===== config.mk =====
export PLATFORM = sky130hd
export DESIGN_NAME = tp_pingpong_ctrl
export DESIGN_NICKNAME = d
export VERILOG_FILES = /design/src/rtl/tp_pingpong_ctrl.sv
export SDC_FILE = /design/constraint.sdc
export NUM_CORES = 1
export LEC_CHECK = 0
export BUFFER_PORTS_ARGS = -buffer_cell sky130_fd_sc_hd__buf_4
export CORE_ASPECT_RATIO = 1.2
export CORE_MARGIN = 2
export CORE_UTILIZATION = 35
export CTS_CLUSTER_SIZE = 14
export DETAILED_ROUTE_END_ITERATION = 7
export GPL_TIMING_DRIVEN = 0
export PLACE_DENSITY_LB_ADDON = 0.2
export SLEW_MARGIN = 15
export SYNTH_ARGS = -nofsm -noshare
export SYNTH_HDL_FRONTEND = slang
export SYNTH_SLANG_ARGS = --single-unit

===== constraint.sdc =====
create_clock -name i_clk -period 1.2 [get_ports i_clk]
set_input_delay 0.12 -clock i_clk [delete_from_list [all_inputs] [get_ports i_clk]]
set_output_delay 0.12 -clock i_clk [all_outputs]
set_load 0.01 [all_outputs]

===== src/rtl/tp_pingpong_ctrl.sv =====
// Ping-pong bank controller for the DCT transpose buffer: rows are written into one
// bank while the other bank is drained column by column. Optional macro: TP_PINGPONG_CTRL_ERR_EN.
module tp_pingpong_ctrl #(
    parameter int ROWS = 8,
    parameter int IW   = 3
) (
    input  logic          i_clk,
    input  logic          i_Reset,
    input  logic          i_valid,
    output logic          o_in_ready,
    output logic [1:0]    o_wr_en,
    output logic [IW-1:0] o_wr_idx,
    input  logic          i_out_ready,
    output logic          o_rd_en,
    output logic          o_rd_bank,
    output logic [IW-1:0] o_rd_idx,
    output logic          o_out_valid,
    output logic          o_block_done,
    output logic          o_err
);

    typedef enum logic [1:0] {
        EMPTY    = 2'd0,
        FILLING  = 2'd1,
        FULL     = 2'd2,
        DRAINING = 2'd3
    } bank_state_e;

    localparam logic [IW-1:0] LAST_IDX = IW'(ROWS - 1);

    bank_state_e   bank_q [2];
    bank_state_e   bank_d [2];
    logic          wbank_q, wbank_d;
    logic          rbank_q, rbank_d;
    logic [IW-1:0] wcnt_q, wcnt_d;
    logic [IW-1:0] rcnt_q, rcnt_d;
    logic          out_valid_q, out_valid_d;
    logic          block_done_q, block_done_d;

    logic          wr_open;
    logic          rd_avail;
    logic          wr_fire;
    logic          rd_fire;
    logic          wr_last;
    logic          rd_last;
    logic [1:0]    wr_sel;
    logic [1:0]    rd_sel;

    // Write and read can never target the same bank in one cycle, so both updates compose.
    function automatic bank_state_e bank_next(
        input bank_state_e st,
        input logic        wr,
        input logic        wr_end,
        input logic        rd,
        input logic        rd_end
    );
        bank_state_e nxt;
        nxt = st;
        if (wr) begin
            nxt = wr_end ? FULL : FILLING;
        end
        if (rd) begin
            nxt = rd_end ? EMPTY : DRAINING;
        end
        return nxt;
    endfunction

    always_comb begin
        wr_open  = (bank_q[wbank_q] == EMPTY) || (bank_q[wbank_q] == FILLING);
        rd_avail = (bank_q[rbank_q] == FULL)  || (bank_q[rbank_q] == DRAINING);
        // Gated by reset so an asserted i_valid cannot strobe a bank while in reset.
        wr_fire  = i_valid && wr_open && i_Reset;
        rd_fire  = rd_avail && i_out_ready;
        wr_last  = wr_fire && (wcnt_q == LAST_IDX);
        rd_last  = rd_fire && (rcnt_q == LAST_IDX);
        wr_sel   = {wr_fire && wbank_q, wr_fire && !wbank_q};
        rd_sel   = {rd_fire && rbank_q, rd_fire && !rbank_q};

        bank_d[0]    = bank_next(bank_q[0], wr_sel[0], wr_last, rd_sel[0], rd_last);
        bank_d[1]    = bank_next(bank_q[1], wr_sel[1], wr_last, rd_sel[1], rd_last);
        wcnt_d       = wr_fire ? wcnt_q + IW'(1) : wcnt_q;
        rcnt_d       = rd_fire ? rcnt_q + IW'(1) : rcnt_q;
        wbank_d      = wbank_q ^ wr_last;
        rbank_d      = rbank_q ^ rd_last;
        out_valid_d  = rd_fire;
        block_done_d = rd_last;
    end

    always_ff @(posedge i_clk or negedge i_Reset) begin
        if (!i_Reset) begin
            bank_q[0]    <= EMPTY;
            bank_q[1]    <= EMPTY;
            wbank_q      <= 1'b0;
            rbank_q      <= 1'b0;
            wcnt_q       <= '0;
            rcnt_q       <= '0;
            out_valid_q  <= 1'b0;
            block_done_q <= 1'b0;
        end else begin
            bank_q[0]    <= bank_d[0];
            bank_q[1]    <= bank_d[1];
            wbank_q      <= wbank_d;
            rbank_q      <= rbank_d;
            wcnt_q       <= wcnt_d;
            rcnt_q       <= rcnt_d;
            out_valid_q  <= out_valid_d;
            block_done_q <= block_done_d;
        end
    end

`ifdef TP_PINGPONG_CTRL_ERR_EN
    logic err_q, err_d;

    // Sticky: any row offered while the write bank is still occupied.
    always_comb begin
        err_d = err_q || (i_valid && !wr_open);
    end

    always_ff @(posedge i_clk or negedge i_Reset) begin
        if (!i_Reset) begin
            err_q <= 1'b0;
        end else begin
            err_q <= err_d;
        end
    end

    assign o_err = err_q;
`else
    assign o_err = 1'b0;
`endif

    assign o_in_ready   = wr_open;
    assign o_wr_en      = wr_sel;
    assign o_wr_idx     = wcnt_q;
    assign o_rd_en      = rd_fire;
    assign o_rd_bank    = rbank_q;
    assign o_rd_idx     = rcnt_q;
    assign o_out_valid  = out_valid_q;
    assign o_block_done = block_done_q;

endmodule


# ---- Word-level counts from Yosys, hierarchy flattened
# Index checks and enable logic that the tools add are counted.
dict set report word_totals {
  input_bits 4
  regBits 14
  output_inout_bits 14
}
dict set report classes {
  n_reduce_logical 16
  muxes 12
  n_addsub 2
  bitwise 4
  n_eq_ne 5
  n_lt_le_gt_ge 2
}
# cell n
set ops {}
lappend ops {{two-way mux 2 bit} 12}
lappend ops {{logical AND 1 bit} 9}
lappend ops {{adder 3 x 1 -> 3 bit, second input constant} 2}
lappend ops {{equality test 3 bit, second input constant} 2}
lappend ops {{equality test 2 bit, second input constant} 2}
lappend ops {{>= comparator 2 bit, second input constant} 2}
lappend ops {{NOT 1 -> 2 bit} 2}
lappend ops {{nonzero test 2 bit} 2}
lappend ops {{equality test 2 x 1 -> 1 bit, second input constant} 1}
lappend ops {{logical NOT 1 bit} 2}
lappend ops {{logical NOT 2 bit} 1}
lappend ops {{logical OR 1 bit} 2}
lappend ops {{XOR 1 bit} 2}

# ---- Logic depth before layout (Yosys ltp)
dict set report depth {
  ltp_word 12
  depth_mapped 5
}

# ---- Worst setup path after synthesis
# No wires, ideal clock.
dict set report synth_timing {
  path_type {register to register}
  from {register wbank_q}
  to {register wcnt_q[2] (netlist: o_wr_idx[2])}
  t_required_ns 1.072
  path_stages_with_launch 4
  setup_slack_ns -0.168
  n_path_buf 0
  synth_period_minus_slack_ns 1.368
  arrival_ns 1.240
  path_cell_list {dfrtp_1 mux2i_1 nand3_2 mux2_1}
}
dict set report synth_between {
  elab_chain_cells 8
}
# item line_no
set synth_lines {}
lappend synth_lines {{from (decl)} 33} ;# logic wbank_q, wbank_d;
lappend synth_lines {{from (signal assigned)} 102} ;# wbank_q <= wbank_d;
lappend synth_lines {{NOT 1 -> 2 bit (not written as such) *} 69} ;# wr_open = (bank_q[wbank_q] == EMPTY) || (bank_q[wbank_q] == FILLING);
lappend synth_lines {{two-way mux 2 bit (not written as such) * (3 in a row)} 69}
lappend synth_lines {{equality test 2 x 1 -> 1 bit or logical NOT 2 bit (tied branches)} 69}
lappend synth_lines {{logical OR 1 bit *} 69}
lappend synth_lines {{via o_in_ready} 10} ;# output logic o_in_ready,
lappend synth_lines {{logical AND 1 bit * (2 in a row)} 72} ;# wr_fire = i_valid && wr_open && i_Reset;
lappend synth_lines {{to (signal assigned)} 104} ;# wcnt_q <= wcnt_d;
lappend synth_lines {{to (decl)} 35} ;# logic [IW-1:0] wcnt_q, wcnt_d;
# The timed path passes the listed nets; every way through them passes the cells marked *. The select of a mux whose other input is x is not followed.
# A chain may end at the register's enable or synchronous reset.

# ---- Final worst setup path
dict set report layout_timing {
  from {register rbank_q (netlist: o_rd_bank)}
  to {output port o_rd_en}
}
dict set report layout_between {
  elab_chain_cells 7
}
# item line_no
set layout_lines {}
lappend layout_lines {{from (decl)} 34} ;# logic rbank_q, rbank_d;
lappend layout_lines {{from (signal assigned)} 103} ;# rbank_q <= rbank_d;
lappend layout_lines {{NOT 1 -> 2 bit (not written as such) *} 70} ;# rd_avail = (bank_q[rbank_q] == FULL) || (bank_q[rbank_q] == DRAINING);
lappend layout_lines {{two-way mux 2 bit (not written as such) * (3 in a row)} 70}
lappend layout_lines {{equality test 2 bit} 70}
lappend layout_lines {{logical OR 1 bit *} 70}
lappend layout_lines {{logical AND 1 bit *} 73} ;# rd_fire = rd_avail && i_out_ready;
lappend layout_lines {{to (decl)} 14} ;# output logic o_rd_en,
# Mark *: on every way between the ends. The rest lies on a longest branch, timed or not. The select of a mux whose other input is x is not followed.

==> qor.yml <==
run_status:
  status: "finished, violations left"
  violations: "setup timing"
job:
  maxCapViolations: 0
finish:
  diodes: 0
  stdcell_count: 96
  nNetsFinal: 88
  syn_to_final_growth_pct: 79.2
  drive_above_1_share_pct: 72.2
  post-route-util_pct: 68.0
critical_path:
  reg2reg_depth: 4
  arrival_ps: 1210
  r2r_end: "o_rd_idx[2]"
  critical_path_depth: 4
  rr_startpoint: "o_rd_bank"
  worstPathMaxFanout: 2
  slowest_stage: "dfrtp_1"
  cp_top_family: "flip-flops"
  crit_chain: "mux2i_2 -> nand2b_4 -> inv_2 -> buf_6"
  cp_data_required_time_ps: 1080
  crit_type: "reg -> out"
  ff2ff_setup_slack_ps: -130
  cp-end-kind: "primary output"
  slowest_delay_ps: 380
  critical_path_buf_inv_count: 2
  startpoint_type: "flip-flop"
route:
  highest_layer: "met3"
  viasPerCell: 4.81
  vias: 462
  route.met2.wl_um: 638
  drt-wirelength-per-cell_um: 12.2
  met1_length_um: 469
  firstDrtPassIters: 3
  wl_met3_um: 65
  antenna_left: 0
  drc: 0
  drt-total-wl_um: 1170
  drt_iter0_drc: 3
cts:
  cts_root_buffer: "clkbuf_4"
  clk_latency_ps: 260
  clk_pin_slew_ps: 70
  cts_max_level: 1
  clk_path_buf_depth: 2
  cts-buffers-inserted: 3
  cts.sinks: 12
  cts_tree: "yes"
logic_synthesis:
  synthFlopType: "dfrtp_1"
  synthDistinctLibCells: 20
  synthTopCellsByCount: "dfrtp_1, ha_1, xnor2_1"
  synth.most_common_cell: "dfrtp_1"
  ys_ff_latch: 12
  synth_warnings: 0
  synth_cells: 43
  synth_top_cell_by_area: "dfrtp_1"
  yosysSeqAreaShare_pct: 54.8
  synth.top_cell.area_share_pct: 54.8
  synth.avg_cell_area_um2: 12.7
  synth_edf_count: 0
  ys_async_sr_fraction_pct: 100
  syn_nets: 51
  yosys-top-cells-area: "dfrtp_1, ha_1, xnor2_1"
  synth_area_um2: 548
sta:
  fin_skew_ps: 0.729
  hold_viol_final: 0
  finalMaxSlewViolations: 0
  setup_ws_ps: -127
  relSlewSlack_pct: 63.6
  tightest_slew_ps: 543
  rsz0062_at_grt: "true"
  layout_worst_path_cycle_share_pct: 111
  setup_tns_ps: -663
  fin_crit_ps: 1330
  final-setup-viol-count: 8
  max_freq_ghz: 0.753
global_routing:
  grt_usage_pct: 14.1
  overflow: 0
  grt_pass1_vias: 410
  grt_max_degree: 13
  grt_pass1_wl_um: 1750
  antenna_found_initial: 0
placement:
  gp_congestion: 0.734
  io_buffers: 16
  dp.cells: 76
  dp_worst_setup_slack_ps: -123
  place_hpwl_um: 688
hold_path:
  min_to: "bank_q[1]"
  min_path_cells: 2
  min_path_type: "in -> reg"
  hp-start: "i_out_ready"
power:
  pwr-share-clk_pct: 13.4
  p_sw_share_pct: 32.5
  p_comb_share_pct: 56.6
  power.internal_mw: 1.58
  power_density_mw_per_mm2: 2380
  leakage_nw: 0.482
  p_total_mw: 2.34
  p_sw_mw: 0.759
  vdd_drop_max_uv: 1280
  seqPwrFrac_pct: 30.0
floorplan:
  core_area_mm2: 0.00145
  die_h_um: 47.3
  die_w_um: 40.1
  dieArea_mm2: 0.00190
  ioPinCount: 18
  initial_utilization_pct: 37.9
  num_rows: 15
==> placed cells by master, fill, tap and decap left out <==
cell	n
a2bb2oi_2	1
nor2_4	1
dlygate4sd3_1	1
mux2i_4	1
buf_6	7
nand3_4	1
nand2_2	1
conb_1	1
nor3b_2	1
dfrtp_1	11
inv_1	1
buf_4	25
ha_1	2
o21ai_1	1
inv_2	1
ha_2	2
clkbuf_8	1
nand2b_4	1
clkbuf_4	3
mux2_4	4
dfrtp_2	1
a41oi_2	1
nor2_2	1
nand2_1	1
a41oi_1	1
o31ai_1	1
mux2i_2	1
nor3_4	1
xnor2_1	2
xnor2_2	1
nand3_2	1
==> worst max path at each step <==
stage	to	start	slack, ps
4_1_cts	o_rd_en	o_rd_bank	-120
3_5_place_dp	o_wr_idx[1]	wbank_q	-120
5_1_grt	o_rd_en	o_rd_bank	-210
3_3_place_gp	o_wr_idx[2]	wbank_q	-100
2_1_floorplan	o_wr_idx[2]	wbank_q	-120
6_report	o_rd_en	o_rd_bank	-130
==> per-layer routing <==
metal / GRT usage, % / vias up
li1: - / 223
met1: 17.6 / 226
met2: 22.3 / 13
met3: 4.27 / 0
met4: 6.21 / 0
met5: 0 / -
==> power by group through the flow <==
stage,clock network [mW],logic [mW],registers [mW]
floorplan,0,0.379,0.756
global placement,0,0.710,0.733
detailed placement,0,0.724,0.737
CTS,0.329,0.990,0.696
global route,0.351,1.44,0.723
finish,0.313,1.32,0.700
==> flip-flops by register name (all words and copies together), names as in the netlist <==
signal,count
bank_q,2
o_block_done,1
o_out_valid,1
o_rd_bank,1
o_rd_idx,3
o_wr_idx,3
wbank_q,1
==> stage by stage <==
stage	area, µm²	hold slack [ps]
after floorplan	569	-176
after global placement	711	-17.2
after detailed placement	711	-14.7
after CTS	846	94.4
after global routing	982	108
final	982	118
==> layout make-up <==
cell class / count / area, µm²
fill: 123 / 463
multi-input combinational: 28 / 339
sequential: 12 / 302
timing repair buffer: 32 / 269
clock buffer: 4 / 36.3
tap: 17 / 21.3
buffer: 1 / 7.51
inverter: 2 / 7.51
==> worst reg2reg max path: cells and delay by family (launching register included) <==
| family | cells | cell delay, ps |
|---|---|---|
| buffers and inverters | 1 | 130 |
| flip-flops | 1 | 380 |
| multiplexers | 2 | 530 |
| AND/OR/NAND/NOR | 1 | 170 |
==> logic make-up after synthesis <==
family                     Yosys count  share of synthesized area, %
and+or+nand+nor                      9                          8.90
AOI/OAI and AO/OA                    5                          7.08
muxes                                6                          11.9
buffers and inverters                3                          2.74
adders and majority gates            4                          9.13
other                                1                         0.684
xor gates and xnor gates             3                          4.80
DFF                                 12                          54.8
==> timing repair <==
action	4_1_cts	5_1_grt
setup endpoints to repair	11	13
hold endpoints to repair	12	0
hold buffers	1	0
pin swaps	2	4
gates resized for setup	9	18
setup buffers	8	7
(Power assumes the default switching activity.)
